--- src/rtl/mips_multicycle_core.sv ---
// mips_multicycle_core
//
// Multi-cycle MIPS subset core. A single FSM steps each instruction through
// FETCH -> DECODE -> EXEC -> (MEM) -> (WB). Instruction and data accesses
// share one memory port. The register file is internal.
//
// Handshake: a memory transaction completes in any cycle where
// mem_req && mem_ready. While mem_req is high and mem_ready is low,
// mem_addr, mem_we and mem_wdata are held stable. A transaction cut short
// by rst is simply dropped.
//
// Ports:
//   clk, rst             clock, asynchronous active-high reset
//   mem_req/mem_we       memory request / write strobe (registered)
//   mem_addr/mem_wdata   word-aligned byte address / store data (registered)
//   mem_ready/mem_rdata  completion strobe / read data from memory
//   halted               core stopped in HALT (sticky until reset)
//   dbg_we/waddr/wdata   one-cycle pulse per register write (never for $0)
//   dbg_pc               PC of the instruction currently in flight
//
// Supported: add sub and or slt sll, addi lw sw beq, j jal.

module mips_multicycle_core #(
    parameter logic [31:0] RESET_PC        = 32'h0000_0000,
    parameter int          ADDR_WIDTH      = 32,
    parameter logic        HALT_ON_ILLEGAL = 1'b1
) (
    input  logic                  clk,
    input  logic                  rst,
    output logic                  mem_req,
    output logic                  mem_we,
    output logic [ADDR_WIDTH-1:0] mem_addr,
    output logic [31:0]           mem_wdata,
    input  logic                  mem_ready,
    input  logic [31:0]           mem_rdata,
    output logic                  halted,
    output logic                  dbg_we,
    output logic [4:0]            dbg_waddr,
    output logic [31:0]           dbg_wdata,
    output logic [ADDR_WIDTH-1:0] dbg_pc
);

    localparam logic [2:0] S_FETCH  = 3'd0;
    localparam logic [2:0] S_DECODE = 3'd1;
    localparam logic [2:0] S_EXEC   = 3'd2;
    localparam logic [2:0] S_MEM    = 3'd3;
    localparam logic [2:0] S_WB     = 3'd4;
    localparam logic [2:0] S_HALT   = 3'd5;

    localparam logic [5:0] OP_RTYPE = 6'h00;
    localparam logic [5:0] OP_J     = 6'h02;
    localparam logic [5:0] OP_JAL   = 6'h03;
    localparam logic [5:0] OP_BEQ   = 6'h04;
    localparam logic [5:0] OP_ADDI  = 6'h08;
    localparam logic [5:0] OP_LW    = 6'h23;
    localparam logic [5:0] OP_SW    = 6'h2B;

    localparam logic [5:0] FN_SLL = 6'h00;
    localparam logic [5:0] FN_ADD = 6'h20;
    localparam logic [5:0] FN_SUB = 6'h22;
    localparam logic [5:0] FN_AND = 6'h24;
    localparam logic [5:0] FN_OR  = 6'h25;
    localparam logic [5:0] FN_SLT = 6'h2A;

    // Architectural / sequencing state
    logic [2:0]            state_q, state_d;
    logic [ADDR_WIDTH-1:0] pc_q, pc_d;
    logic [ADDR_WIDTH-1:0] pc4_q, pc4_d;
    logic [31:0]           ir_q, ir_d;
    logic [31:0]           a_q, a_d;
    logic [31:0]           b_q, b_d;
    logic [31:0]           alu_q, alu_d;
    logic [31:0]           mdr_q, mdr_d;
    logic [31:0]           regs_q [0:31];

    // Registered outputs
    logic                  mem_req_q, mem_req_d;
    logic                  mem_we_q, mem_we_d;
    logic [ADDR_WIDTH-1:0] mem_addr_q, mem_addr_d;
    logic [31:0]           mem_wdata_q, mem_wdata_d;
    logic                  halted_q, halted_d;
    logic                  dbg_we_q, dbg_we_d;
    logic [4:0]            dbg_waddr_q, dbg_waddr_d;
    logic [31:0]           dbg_wdata_q, dbg_wdata_d;

    // Register-file write port
    logic                  rf_we;
    logic [4:0]            rf_waddr;
    logic [31:0]           rf_wdata;

    // Instruction fields
    logic [5:0]  op, fn;
    logic [4:0]  rs, rt, rd, shamt;
    logic [31:0] imm_sext;
    logic        legal;
    logic [31:0] pc4_ext;
    logic [31:0] alu_res;
    logic [ADDR_WIDTH-1:0] br_target, jmp_target;
    logic [4:0]  wb_dest;
    logic [31:0] wb_value;

    always_comb begin
        op       = ir_q[31:26];
        rs       = ir_q[25:21];
        rt       = ir_q[20:16];
        rd       = ir_q[15:11];
        shamt    = ir_q[10:6];
        fn       = ir_q[5:0];
        imm_sext = {{16{ir_q[15]}}, ir_q[15:0]};
        pc4_ext  = 32'(pc4_q);
    end

    always_comb begin
        legal = 1'b0;
        case (op)
            OP_RTYPE: legal = (fn == FN_ADD) || (fn == FN_SUB) || (fn == FN_AND) ||
                              (fn == FN_OR)  || (fn == FN_SLT) || (fn == FN_SLL);
            OP_J, OP_JAL, OP_BEQ, OP_ADDI, OP_LW, OP_SW: legal = 1'b1;
            default:  legal = 1'b0;
        endcase
    end

    // ALU; for jal it carries the link value so WB can treat it uniformly.
    always_comb begin
        alu_res = 32'h0;
        case (op)
            OP_RTYPE: begin
                case (fn)
                    FN_ADD:  alu_res = a_q + b_q;
                    FN_SUB:  alu_res = a_q - b_q;
                    FN_AND:  alu_res = a_q & b_q;
                    FN_OR:   alu_res = a_q | b_q;
                    FN_SLT:  alu_res = {31'h0, ($signed(a_q) < $signed(b_q))};
                    FN_SLL:  alu_res = b_q << shamt;
                    default: alu_res = 32'h0;
                endcase
            end
            OP_ADDI, OP_LW, OP_SW: alu_res = a_q + imm_sext;
            OP_JAL:                alu_res = pc4_ext;
            default:               alu_res = 32'h0;
        endcase
    end

    // Targets are computed in 32 bits and truncated, so the PC wraps.
    always_comb begin
        br_target  = ADDR_WIDTH'(pc4_ext + (imm_sext << 2));
        jmp_target = ADDR_WIDTH'({pc4_ext[31:28], ir_q[25:0], 2'b00});
    end

    always_comb begin
        wb_dest = rt;
        if (op == OP_RTYPE) begin
            wb_dest = rd;
        end else if (op == OP_JAL) begin
            wb_dest = 5'd31;
        end
        wb_value = (op == OP_LW) ? mdr_q : alu_q;
    end

    // Next-state logic
    always_comb begin
        state_d     = state_q;
        pc_d        = pc_q;
        pc4_d       = pc4_q;
        ir_d        = ir_q;
        a_d         = a_q;
        b_d         = b_q;
        alu_d       = alu_q;
        mdr_d       = mdr_q;
        rf_we       = 1'b0;
        rf_waddr    = 5'd0;
        rf_wdata    = 32'h0;
        dbg_we_d    = 1'b0;
        dbg_waddr_d = dbg_waddr_q;
        dbg_wdata_d = dbg_wdata_q;

        case (state_q)
            S_FETCH: begin
                if (mem_req_q && mem_ready) begin
                    ir_d    = mem_rdata;
                    state_d = S_DECODE;
                end
            end
            S_DECODE: begin
                a_d   = regs_q[rs];
                b_d   = regs_q[rt];
                pc4_d = pc_q + ADDR_WIDTH'(4);
                if (!legal) begin
                    if (HALT_ON_ILLEGAL) begin
                        state_d = S_HALT;
                    end else begin
                        pc_d    = pc_q + ADDR_WIDTH'(4);
                        state_d = S_FETCH;
                    end
                end else begin
                    state_d = S_EXEC;
                end
            end
            S_EXEC: begin
                alu_d = alu_res;
                case (op)
                    OP_BEQ: begin
                        pc_d    = (a_q == b_q) ? br_target : pc4_q;
                        state_d = S_FETCH;
                    end
                    OP_J: begin
                        pc_d    = jmp_target;
                        state_d = S_FETCH;
                    end
                    OP_JAL: begin
                        pc_d    = jmp_target;
                        state_d = S_WB;
                    end
                    OP_LW, OP_SW: begin
                        // Misaligned data address stops the core with PC
                        // still pointing at the offending instruction.
                        state_d = (alu_res[1:0] != 2'b00) ? S_HALT : S_MEM;
                    end
                    default: state_d = S_WB;
                endcase
            end
            S_MEM: begin
                if (mem_req_q && mem_ready) begin
                    if (op == OP_SW) begin
                        pc_d    = pc4_q;
                        state_d = S_FETCH;
                    end else begin
                        mdr_d   = mem_rdata;
                        state_d = S_WB;
                    end
                end
            end
            S_WB: begin
                if (wb_dest != 5'd0) begin
                    rf_we       = 1'b1;
                    rf_waddr    = wb_dest;
                    rf_wdata    = wb_value;
                    dbg_we_d    = 1'b1;
                    dbg_waddr_d = wb_dest;
                    dbg_wdata_d = wb_value;
                end
                // jal already loaded its jump target in EXEC.
                if (op != OP_JAL) begin
                    pc_d = pc4_q;
                end
                state_d = S_FETCH;
            end
            S_HALT: begin
                state_d = S_HALT;
            end
            default: begin
                state_d = S_HALT;
            end
        endcase
    end

    // Output registers are loaded from the state being entered, so a request
    // is already on the port during the first cycle of FETCH/MEM. Right after
    // reset mem_req is 0 in FETCH, costing one idle cycle before the first
    // fetch goes out.
    always_comb begin
        mem_req_d   = (state_d == S_FETCH) || (state_d == S_MEM);
        mem_we_d    = (state_d == S_MEM) && (op == OP_SW);
        mem_addr_d  = mem_addr_q;
        mem_wdata_d = mem_wdata_q;
        if (state_d == S_FETCH) begin
            mem_addr_d = pc_d;
        end else if (state_d == S_MEM) begin
            mem_addr_d  = ADDR_WIDTH'(alu_d);
            mem_wdata_d = b_q;
        end
        halted_d = (state_d == S_HALT);
    end

    always_ff @(posedge clk or posedge rst) begin
        if (rst) begin
            state_q     <= S_FETCH;
            pc_q        <= ADDR_WIDTH'(RESET_PC);
            pc4_q       <= '0;
            ir_q        <= 32'h0;
            a_q         <= 32'h0;
            b_q         <= 32'h0;
            alu_q       <= 32'h0;
            mdr_q       <= 32'h0;
            mem_req_q   <= 1'b0;
            mem_we_q    <= 1'b0;
            mem_addr_q  <= '0;
            mem_wdata_q <= 32'h0;
            halted_q    <= 1'b0;
            dbg_we_q    <= 1'b0;
            dbg_waddr_q <= 5'd0;
            dbg_wdata_q <= 32'h0;
        end else begin
            state_q     <= state_d;
            pc_q        <= pc_d;
            pc4_q       <= pc4_d;
            ir_q        <= ir_d;
            a_q         <= a_d;
            b_q         <= b_d;
            alu_q       <= alu_d;
            mdr_q       <= mdr_d;
            mem_req_q   <= mem_req_d;
            mem_we_q    <= mem_we_d;
            mem_addr_q  <= mem_addr_d;
            mem_wdata_q <= mem_wdata_d;
            halted_q    <= halted_d;
            dbg_we_q    <= dbg_we_d;
            dbg_waddr_q <= dbg_waddr_d;
            dbg_wdata_q <= dbg_wdata_d;
        end
    end

    // Register file; $0 is never written so it always reads 0.
    always_ff @(posedge clk or posedge rst) begin
        if (rst) begin
            for (int i = 0; i < 32; i++) begin
                regs_q[i] <= 32'h0;
            end
        end else if (rf_we) begin
            regs_q[rf_waddr] <= rf_wdata;
        end
    end

    assign mem_req   = mem_req_q;
    assign mem_we    = mem_we_q;
    assign mem_addr  = mem_addr_q;
    assign mem_wdata = mem_wdata_q;
    assign halted    = halted_q;
    assign dbg_we    = dbg_we_q;
    assign dbg_waddr = dbg_waddr_q;
    assign dbg_wdata = dbg_wdata_q;
    assign dbg_pc    = pc_q;

endmodule
--- config.mk ---
export PLATFORM = sky130hd
export DESIGN_NAME = mips_multicycle_core
export DESIGN_NICKNAME = d
export VERILOG_FILES = /design/src/rtl/mips_multicycle_core.sv
export SDC_FILE = /design/constraint.sdc
export NUM_CORES = 2
export LEC_CHECK = 0
export ABC_CLOCK_PERIOD_IN_PS = 79000
export BUFFER_PORTS_ARGS = -buffer_cell sky130_fd_sc_hd__clkbuf_2
export CAP_MARGIN = 0
export CORE_UTILIZATION = 40
export CTS_BUF_LIST = sky130_fd_sc_hd__clkbuf_2
export DETAILED_ROUTE_END_ITERATION = 10
export PLACE_DENSITY_LB_ADDON = 0.3
export SKIP_LAST_GASP = 1
export SYNTH_ARGS = -nofsm -noshare
export SYNTH_HDL_FRONTEND = slang
export SYNTH_SLANG_ARGS = --single-unit
--- constraint.sdc ---
create_clock -name clk -period 79 [get_ports clk]
set_input_delay 11.85 -clock clk [delete_from_list [all_inputs] [get_ports clk]]
set_output_delay 11.85 -clock clk [all_outputs]
set_load 0.1 [all_outputs]
==> metrics.yaml <==
status:
  status: "complete, but fails checks"
  violations: "design-rule violations"
sta:
  holdWs_ns: 0.398
  layout_min_cycle_time_ns: 14.80
  tns_ns: 0
  tightest_slew_ns: 1.26
  timing.fmax_ghz: 0.0676
  maxSlewViolCount: 0
  fin_skew_ns: 0.308
  setup_ws_ns: 64.20
  rsz0062_at_grt: "false"
  slew_headroom_pct: 14.1
  setup_viol: 0
  period_share_pct: 18.7
  timing_hold_violations_final: 0
route:
  wl_per_cell_um: 28.0
  drtIter0Drc: 7283
  antenna_left: 0
  totalWireLength_um: 276000
  via_per_inst: 6.17
  drt_first_pass_iters: 11
  vias: 60811
  drcViolationCount: 44
worst_hold_path:
  hold_path_class: "reg2reg"
  hold_start: "regs_q[1019]"
  hold_depth: 0
yosys:
  async_flop_share_pct: 100
  syn_inst: 7098
  synth_edf_count: 0
  netlist_area_mm2: 0.0760
  ys_ff_latch: 1356
  synth.distinct_cells: 100
  synth_top_flop_cell: "dfrtp_1"
  synth.avg_cell_area_um2: 10.7
  seq_area_frac_synth_pct: 44.6
  synth_fp_nets: 7294
  yosys_warnings: 0
layout:
  layout.cells.most_common_list: "1,341 x dfrtp_1, 952 x nand2_1, 864 x o21ai_0"
  area_delta_synth_final_pct: 8.09
  layout_commonest_cell: "dfrtp_1"
  num-fill-cells: 18001
  final_nets: 7308
  drive_gt1_share_pct: 22.9
worst_setup_path:
  slowest_stage: "dfrtp_1"
  crit_path_cell_trace: "clkbuf_2"
  endpoint_kind: "output pin"
  cp.depth: 1
  cp.required_ns: 67.15
  cp-startpoint: "dbg_pc[26]"
  worstPathMaxFanout: 7
  arrival_ns: 2.95
  crit_family: "flip-flops"
  path_class: "reg2out"
  reg2reg_from: "ir_q[29]"
  max_stage_delay_ns: 0.58
  critical_path_buf_inv_count: 1
  r2r_cells: 9
  crit_path_start_kind: "register"
placed_design:
  place.gp.congestion: 0.968
  hpwl_um: 177000
  dp_slack_ns: 62.63
  portBuffers: 171
global_routing:
  grt_max_degree: 155
  antenna_found_initial: 16
  grtUsageMet3_pct: 5.70
  gr-max-usage-layer: "met2"
  use_met2_pct: 44.7
  grt_pass1_wl_um: 406000
  grt-ovfl-total: 0
  grt_util_met1_pct: 38.7
  first_global_vias: 59380
  grt_use_total_pct: 28.6
floorplanning:
  fp.coreArea_mm2: 0.188
  pin_count: 172
  rows: 159
  dieArea_mm2: 0.192
  die_x_um: 438
  die_y_um: 438
  initial_core_util_pct: 40.4
run:
  cap_violations: 0
pwr:
  power_leakage_nw: 35.3
  power_density_mw_per_mm2: 42.0
  vdd_ir_drop_max_mv: 0.0311
clock_tree:
  post-cts-setup-buffers: 0
  clock_tree.buffer_depth: 4
  clk_pin_slew_ns: 0.09
  cts_max_level: 5
  root_buffer: "clkbuf_2"
  clkSinkCount: 1356
  numCtsBuffers: 364
  cts_resized: 0
  cts_tree: "built"
  postCtsHoldBufs: 0
  clkLatencyLatePin_ns: 1.95
-- report_power, final --
group | internal [W] | total, W | switching (W)
Sequential | 0.000851 | 0.00110 | 0.000245
Combinational | 0.000650 | 0.00187 | 0.00122
Clock | 0.000182 | 0.000485 | 0.000303
Total | 0.00168 | 0.00345 | 0.00177
-- layer usage --
metal  up-vias  part of all wire [%]  routed length (um)
met5         -                 0.025                  69
met4        10                   4.6               12800
met3       664                   8.9               24700
met2      3164                    46              127000
met1     30790                    40              112000
li1      26183                     -                   -
-- worst paths after layout --
path | slack, ns | end
hold reg to reg | 0.40 | regs_q[1019]
min in group asynchronous | 10.09 | dbg_pc[18]
hold / removal | 0.40 | regs_q[1019]
setup reg to reg | 73.74 | regs_q[214]
max in group asynchronous | 64.56 | regs_q[449]
setup / recovery | 64.20 | dbg_pc[26]
-- flip-flops by register name, indices dropped and copies added (netlist names) --
name and flops:
regs_q 1024, a_q 32, alu_q 32, b_q 32, dbg_pc 32, dbg_wdata 32, ir_q 32, mdr_q 32
mem_addr 32, mem_wdata 32, pc4_ext 32, dbg_waddr 5, state_q 3, dbg_we 1, halted 1, mem_req 1
mem_we 1
-- cells by family (layout without fill, tap and decap cells) --
logic type,after synthesis,count (layout),synth area share [%]
AOI/OAI and AO/OA,1898,1898,14.4
buffers and inverters,771,1018,3.89
DFF,1356,1356,44.6
and+or+nand+nor,1897,1897,10.4
other,0,10,0
adders and majority gates,161,161,2.69
xor gates and xnor gates,95,95,1.09
muxes,920,920,22.9
-- synth_stat cells, drive strengths merged (10+ instances only) --
| cell type | instances | share of area [%] |
|---|---|---|
| o21a | 15 | 0.15 |
| xor2 | 28 | 0.32 |
| and2 | 21 | 0.17 |
| a22oi | 31 | 0.31 |
| a21oi | 584 | 3.8 |
| nor3 | 45 | 0.32 |
| a31oi | 27 | 0.22 |
| o211ai | 32 | 0.32 |
| mux2 | 83 | 1.2 |
| a221o | 27 | 0.36 |
| a21o | 47 | 0.46 |
| a221oi | 36 | 0.42 |
| o31ai | 31 | 0.31 |
| nor2b | 23 | 0.19 |
| nand3b | 11 | 0.11 |
| inv | 118 | 0.58 |
| o221ai | 19 | 0.22 |
| o22ai | 17 | 0.15 |
| nand3 | 78 | 0.51 |
| ha | 157 | 2.6 |
| nand2 | 975 | 4.8 |
| xnor2 | 67 | 0.77 |
| o21ai | 872 | 5.7 |
| buf | 130 | 0.73 |
| mux2i | 189 | 2.5 |
| dfrtp | 1356 | 45 |
| nor4 | 19 | 0.18 |
| nand4 | 24 | 0.20 |
| a211oi | 27 | 0.27 |
| clkbuf | 522 | 2.6 |
| and3 | 33 | 0.27 |
| nand2b | 27 | 0.22 |
| nor2 | 604 | 3.0 |
| mux4 | 648 | 19 |
| o2111ai | 10 | 0.12 |
| o21bai | 16 | 0.16 |
-- final cells by class --
cell class | instances | area [um2] | share of cell area (%)
antenna | 10 | 25.0 | 0.0305
clock buffer | 514 | 2570 | 3.13
clock inverter | 85 | 407 | 0.495
inverter | 119 | 454 | 0.553
multi-input combinational | 4971 | 39700 | 48.4
sequential | 1356 | 34000 | 41.4
tap | 2495 | 3120 | 3.80
timing repair buffer | 300 | 1870 | 2.28
-- stage by stage --
| step | power (W) | cells | util, % | instance area, um2 |
|---|---|---|---|---|
| after floorplan | 0.00236 | 7098 | - | 76000 |
| after detailed placement | 0.00295 | 9241 | 42.1 | 79200 |
| after global routing | 0.00363 | 9847 | 43.6 | 82100 |
| after CTS | 0.00344 | 9840 | 43.6 | 82100 |
| after global placement | 0.00293 | 9241 | 42.1 | 79200 |
| final | 0.00345 | 9850 | 43.7 | 82200 |
Power figures use the tool's default switching activity.
